**config.mk**
```make
export PLATFORM = sky130hd
export DESIGN_NAME = alu_exec_stage
export DESIGN_NICKNAME = d
export VERILOG_FILES = /design/src/rtl/alu_exec_stage.sv
export SDC_FILE = /design/constraint.sdc
export NUM_CORES = 1
export LEC_CHECK = 0
export CAP_MARGIN = 10
export CORE_MARGIN = 2
export CORE_UTILIZATION = 35
export DETAILED_ROUTE_END_ITERATION = 6
export GPL_TIMING_DRIVEN = 0
export SLEW_MARGIN = 20
export SYNTH_ARGS = -nofsm -noshare
export SYNTH_HDL_FRONTEND = slang
export SYNTH_SLANG_ARGS = --single-unit
```
**constraint.sdc**
```tcl
create_clock -name clk -period 2.8 [get_ports clk]
set_input_delay 0.56 -clock clk [delete_from_list [all_inputs] [get_ports clk]]
set_output_delay 0.56 -clock clk [all_outputs]
set_load 0.02 [all_outputs]
```
**src/rtl/alu_exec_stage.sv**
```systemverilog
// Registered ALU execute stage with a two-entry (head/skid) output buffer.
// Optional per-entry signed-overflow flag is enabled by defining ALU_OVF_EN.
module alu_exec_stage #(
    parameter int WIDTH = 32
) (
    input  logic             clk,
    input  logic             rst,
    input  logic             in_valid,
    output logic             in_ready,
    input  logic [3:0]       alu_ctrl,
    input  logic [WIDTH-1:0] op_a,
    input  logic [WIDTH-1:0] op_b,
    output logic             out_valid,
    input  logic             out_ready,
    output logic [WIDTH-1:0] result,
    output logic             zero,
    output logic             bad_op
`ifdef ALU_OVF_EN
    ,
    output logic             ovf
`endif
);

    typedef enum logic [1:0] {
        EMPTY = 2'd0,
        ONE   = 2'd1,
        FULL  = 2'd2
    } state_t;

    state_t state_reg, state_next;

    logic             acc;
    logic             pop;
    logic             load_head_new;
    logic             load_head_skid;
    logic             load_skid;

    logic [WIDTH-1:0] sum;
    logic [WIDTH-1:0] diff;
    logic             slt;
    logic [WIDTH-1:0] wr_result;
    logic             wr_zero;
    logic             wr_bad;

    logic [WIDTH-1:0] head_result_reg, skid_result_reg;
    logic             head_zero_reg, skid_zero_reg;
    logic             head_bad_reg, skid_bad_reg;

`ifdef ALU_OVF_EN
    logic             wr_ovf;
    logic             head_ovf_reg, skid_ovf_reg;
`endif

    // Handshake flags come straight from the occupancy register.
    assign in_ready  = (state_reg != FULL);
    assign out_valid = (state_reg != EMPTY);
    assign acc       = in_valid & in_ready;
    assign pop       = out_valid & out_ready;

    assign sum  = op_a + op_b;
    assign diff = op_a - op_b;
    assign slt  = ($signed(op_a) < $signed(op_b));

    always_comb begin
        wr_result = '0;
        wr_bad    = 1'b0;
`ifdef ALU_OVF_EN
        wr_ovf    = 1'b0;
`endif
        case (alu_ctrl)
            4'b0000: wr_result = op_a & op_b;
            4'b0001: wr_result = op_a | op_b;
            4'b0010: begin
                wr_result = sum;
`ifdef ALU_OVF_EN
                wr_ovf = (op_a[WIDTH-1] == op_b[WIDTH-1]) && (sum[WIDTH-1] != op_a[WIDTH-1]);
`endif
            end
            4'b0110: begin
                wr_result = diff;
`ifdef ALU_OVF_EN
                wr_ovf = (op_a[WIDTH-1] != op_b[WIDTH-1]) && (diff[WIDTH-1] != op_a[WIDTH-1]);
`endif
            end
            4'b0111: wr_result = {{(WIDTH-1){1'b0}}, slt};
            4'b1100: wr_result = ~(op_a | op_b);
            default: wr_bad = 1'b1;
        endcase
        // Zero flag covers the forced-zero result of an unsupported code too.
        wr_zero = (wr_result == '0);
    end

    always_ff @(posedge clk or posedge rst) begin
        if (rst) begin
            state_reg <= EMPTY;
        end else begin
            state_reg <= state_next;
        end
    end

    always_comb begin
        state_next     = state_reg;
        load_head_new  = 1'b0;
        load_head_skid = 1'b0;
        load_skid      = 1'b0;
        case (state_reg)
            EMPTY: begin
                if (acc) begin
                    load_head_new = 1'b1;
                    state_next    = ONE;
                end
            end
            ONE: begin
                if (acc && pop) begin
                    load_head_new = 1'b1;
                end else if (acc) begin
                    load_skid  = 1'b1;
                    state_next = FULL;
                end else if (pop) begin
                    state_next = EMPTY;
                end
            end
            FULL: begin
                if (pop) begin
                    load_head_skid = 1'b1;
                    state_next     = ONE;
                end
            end
            default: state_next = EMPTY;
        endcase
    end

    always_ff @(posedge clk or posedge rst) begin
        if (rst) begin
            head_result_reg <= '0;
            head_zero_reg   <= 1'b0;
            head_bad_reg    <= 1'b0;
            skid_result_reg <= '0;
            skid_zero_reg   <= 1'b0;
            skid_bad_reg    <= 1'b0;
`ifdef ALU_OVF_EN
            head_ovf_reg    <= 1'b0;
            skid_ovf_reg    <= 1'b0;
`endif
        end else begin
            if (load_head_new) begin
                head_result_reg <= wr_result;
                head_zero_reg   <= wr_zero;
                head_bad_reg    <= wr_bad;
`ifdef ALU_OVF_EN
                head_ovf_reg    <= wr_ovf;
`endif
            end else if (load_head_skid) begin
                head_result_reg <= skid_result_reg;
                head_zero_reg   <= skid_zero_reg;
                head_bad_reg    <= skid_bad_reg;
`ifdef ALU_OVF_EN
                head_ovf_reg    <= skid_ovf_reg;
`endif
            end
            if (load_skid) begin
                skid_result_reg <= wr_result;
                skid_zero_reg   <= wr_zero;
                skid_bad_reg    <= wr_bad;
`ifdef ALU_OVF_EN
                skid_ovf_reg    <= wr_ovf;
`endif
            end
        end
    end

    assign result = head_result_reg;
    assign zero   = head_zero_reg;
    assign bad_op = head_bad_reg;
`ifdef ALU_OVF_EN
    assign ovf    = head_ovf_reg;
`endif

endmodule

```
# Word-level counts from Yosys, hierarchy flattened
# Index checks and enable logic that the tools add are counted.
# word_totals
inputBits,72
ff_bits,70
out_inout_bits,36
# op_classes
n_addsub,2
reduce_logical,8
n_bitwise,5
n_lt_le_gt_ge,1
n_mux,21
eq_ne,12
# op_table
cell,count
$pmux W32 S6,1
$mux W32,2
$add A32 B32 Y32,1
$and A32 B32 Y32,1
$logic_not A32 Y1,1
$lt A32 B32 Y1,1
$not A32 Y32,1
$or A32 B32 Y32,1
$sub A32 B32 Y32,1
$mux W1,11
$mux W2,5
$eq A4 B3 Y1 const B,2
$ne A2 B2 Y1 const B,4
$pmux W2 S3,1
$reduce_or A6 Y1,1
$eq A4 B1 Y1 const B,1
$eq A4 B2 Y1 const B,1
$eq A4 B4 Y1 const B,1
$logic_not A4 Y1,1
$reduce_and A4 Y1,1
$reduce_bool A2 Y1,2
$ne A3 B3 Y1 const B,1
$and A1 B1 Y1,2
$eq A2 B1 Y1 const B,1
4 further kinds,4

# Logic depth before layout (Yosys ltp)
# depth
ltp_word,6
depth_mapped,15
depth_no_buf,15

# Worst setup path after synthesis
# OpenSTA, ideal clock, no wires.
# synth_timing
path_kind,input to register
startpoint,input port op_a[0]
endpoint,register head_result_reg[20] (netlist: result[20])
cell_stages,12
required_ns,2.673
t_arrival_ns,3.284
slack_ns,-0.611
setup_time_ns,0.127
cell_sequence,ha_1 > fa_1 > a211o_1 > a221o_1 > a221oi_2 > a21oi_1 > a21o_1 > a21oi_1 > o221ai_1 > a2bb2o_2 > a222oi_1 > inv_1
# synth_between
elab_chain_cells,3
word_cells_on_any_way,4
# synth_lines
item,line_no,text
start: declaration,11,"input logic [WIDTH-1:0] op_a,"
$sub A32 B32 Y32 / $add A32 B32 Y32 (equally long branches),"61, 60",
$pmux W32 S6 (*),70,case (alu_ctrl)
$mux W32 (*),146,if (load_head_new) begin
end signal: assignment,147,head_result_reg <= wr_result;
end signal: assignment,154,head_result_reg <= skid_result_reg;
end: declaration,45,"logic [WIDTH-1:0] head_result_reg, skid_result_reg;"
# Every way passes the cells marked *; elsewhere a longest branch is shown, timed or not.
# A chain may end at the register's enable or synchronous reset.

# Final worst setup path
# layout_timing
startpoint,input port op_a[0]
endpoint,register skid_zero_reg
# layout_between
elab_chain_cells,4
word_cells_on_any_way,8
# layout_lines
item,line_no,text
branches (longest 2 deep; another with $sub A32 B32 Y32),--,
$pmux W32 S6 (*),70,
$logic_not A32 Y1 (*),90,wr_zero = (wr_result == '0);
end signal: assignment,163,skid_zero_reg <= wr_zero;
end: declaration,46,"logic head_zero_reg, skid_zero_reg;"
# Mark *: on every way between the ends.

==> results.json <==
{
  "layout_setup_ws_ns": -0.567,
  "synth_common_cells": "inv_1, ha_1, o21ai_0",
  "path_clk_slew_ns": 0.05,
  "cts_max_level": 3,
  "fmax_ghz": 0.297,
  "grt_pass1_wl_mm": 51.7,
  "finalCriticalPeriod_ns": 3.37,
  "fillers": 2190,
  "yosysMostFrequentCell": "inv_1",
  "yosysUniqueCellTypes": 92,
  "power_frac_seq": 0.264,
  "drc": 0,
  "cp-start-kind": "input pin",
  "status": "complete, but fails checks",
  "hold_viol": 0,
  "grt_max_degree": 50,
  "routed_wl_mm": 33.9,
  "rsz0062_at_grt": "true",
  "pwr-share-comb": 0.518,
  "cts_tree": "yes",
  "clk_latency_ns": 0.34,
  "ir_worst_vdd_mv": 0.358,
  "die_h_um": 159,
  "dp_hpwl_mm": 24.0,
  "area_delta_synth_final_pct": 52.9,
  "cts_made_buffers": 9,
  "switching_share": 0.397,
  "synth_warnings": 0,
  "clk_path_buf_depth": 2,
  "cp_cell_sequence": "buf_12, ha_4, fa_2, a211o_1, a221o_2, a221o_1, a221oi_4, nand4_1, and4b_1, nand4_1, nor2_1, nand4_1, o21ai_1",
  "p_int_w": 0.00334,
  "maxCapViolations": 0,
  "hold_path.class": "reg -> reg",
  "syn-num-nets": 1287,
  "layout-drive-gt1-share": 0.346,
  "ys_seq_area_frac": 0.209,
  "synth_top_area_share": 0.209,
  "yosys.area.top_type": "dfrtp_1",
  "core-area_mm2": 0.0235,
  "synthArstFlopShare": 1.00,
  "dieArea_mm2": 0.0253,
  "syn_avg_cell_area_um2": 7.55,
  "worstReg2RegEnd": "result[1]",
  "slew_headroom": 0.517,
  "min_period_over_period": 1.20,
  "clock_skew_ns": 0.00551,
  "cp_max_fo": 4,
  "via_per_inst": 6.00,
  "grt_remaining_overflow": 0,
  "crit_type": "in -> reg",
  "diodes": 0,
  "rr_worst_depth": 7,
  "required_ns": 3.06,
  "start_util": 0.357,
  "regToRegSetupSlack_ns": 0.55,
  "crit_path_start": "op_a[0]",
  "ys_ff_latch": 70,
  "gp_congestion": 1.01,
  "vias": 9984,
  "antenna_left": 0,
  "ys.flop_type": "dfrtp_1",
  "die_w_um": 159,
  "netlist_top_cells_area": "dfrtp_1, ha_1, o21ai_0",
  "setup_violations": 34,
  "rows": 56,
  "drt_iter0_markers": 1196,
  "pwr_density_cell_mw_per_mm2": 431,
  "hold_slack_ns": 0.476,
  "dp_slack_ns": -1.84,
  "cts.sinks": 70,
  "antenna_found_initial": 0,
  "cts_root_buffer": "clkbuf_16",
  "p_clk_frac": 0.218,
  "switching_power_w": 0.00219,
  "postSynthCellCount": 1113,
  "routedWlPerCell_um": 20.4,
  "synth_edf_count": 0,
  "crit_path_end": "skid_zero_reg",
  "drtPass1Iterations": 5,
  "port_buffers": 107,
  "critPathMaxStageDelay_ns": 0.44,
  "worstPathArrival_ns": 3.63,
  "cpMaxStageDelayCell": "a221o_2",
  "slew_violations": 0,
  "worst_pin_slew_ns": 0.725,
  "nets": 1513,
  "grt.total_usage": 0.253,
  "violations": "setup timing",
  "path_common_cell": "nand4_1",
  "crit_path_end_kind": "register",
  "grt_pass1_vias": 9341,
  "pin_count": 108,
  "leakagePower_nw": 5.51,
  "syn-cell-area_mm2": 0.00840,
  "fin_util": 0.545,
  "rr_startpoint": "state_reg[1]"
}
## through the flow
stage                     TNS [ns]  std cells  total power, W  instance area [µm²]
final                        -8.49       1663         0.00553                12800
after global routing        -10.38       1663         0.00581                12800
after CTS                    -6.33       1627         0.00526                12200
after detailed placement    -75.80       1541         0.00357                10200
after global placement     -140.78       1539         0.00353                10100
after floorplan              -3.56       1113         0.00275                 8630
## worst min path at each step
stage                          endpoint  slack [ns]                start  cells past startpoint
finish              skid_result_reg[27]        0.48  skid_result_reg[27]                      2
global route        skid_result_reg[23]        0.50  skid_result_reg[23]                      2
CTS                 skid_result_reg[30]        0.47  skid_result_reg[30]                      2
detailed placement  skid_result_reg[30]        0.46  skid_result_reg[30]                      2
global placement    skid_result_reg[10]        0.46  skid_result_reg[10]                      2
floorplan           skid_result_reg[22]        0.44  skid_result_reg[22]                      2
## layer usage
metal / wire length, µm / up-vias / track usage
met5: 0 / - / 0
met1: 14400 / 4753 / 0.350
met2: 15200 / 578 / 0.404
met3: 3080 / 112 / 0.0400
li1: - / 4541 / -
met4: 1220 / 0 / 0.0864
## layout by cell type, fill, tap and decap left out, types with 23 or more instances in the layout
master / instances
nand2_1: 91
a22oi_1: 34
inv_1: 61
o21ai_2: 28
nor2b_1: 23
ha_4: 29
ha_1: 66
a21oi_1: 45
o21ai_0: 58
buf_4: 110
inv_2: 37
clkdlybuf4s50_1: 49
o21ai_1: 24
nor2_1: 84
dfrtp_1: 70
## cell type report
class | count | area, µm² | area share
well taps | 319 | 399 | 0.0311
multi-input cells | 874 | 7570 | 0.589
flip-flops and latches | 70 | 1750 | 0.136
clock buffers | 9 | 225 | 0.0175
clock inverters | 7 | 88.8 | 0.00692
plain buffers | 54 | 434 | 0.0338
inverters | 105 | 428 | 0.0333
repair buffers | 225 | 1950 | 0.152
## critical path: cells and delay by family
family | cells | cell delay [ns]
adder cells (fa/ha/maj) | 2 | 0.49
AO/OA/AOI/OAI | 5 | 1.59
buffers and inverters | 1 | 0.11
AND/OR/NAND/NOR | 5 | 0.87
## timing repair
item / in CTS / in global routing
setup buffers: 78 / 40
gates resized for setup: 393 / 143
endpoints found under the setup margin: 62 / 51
hold buffers: 0 / 0
pin swaps: 95 / 91
cloned: 1 / 0
## power by group through the flow
stage | sequential [W] | combinational, W | clock, W
floorplan | 0.00156 | 0.00119 | 0
global placement | 0.00147 | 0.00206 | 0
detailed placement | 0.00147 | 0.00210 | 0
CTS | 0.00146 | 0.00258 | 0.00122
global route | 0.00149 | 0.00306 | 0.00126
finish | 0.00146 | 0.00287 | 0.00120
## cell families after synthesis
group                      count (synthesis)  share of synthesized area
adders and majority gates                102                      0.154
DFF                                       70                      0.209
and+or+nand+nor                          352                      0.206
AOI/OAI and AO/OA                        410                      0.341
xor gates and xnor gates                   1                    0.00104
buffers and inverters                    169                     0.0784
muxes                                      9                     0.0110
(Power assumes the default switching activity.)
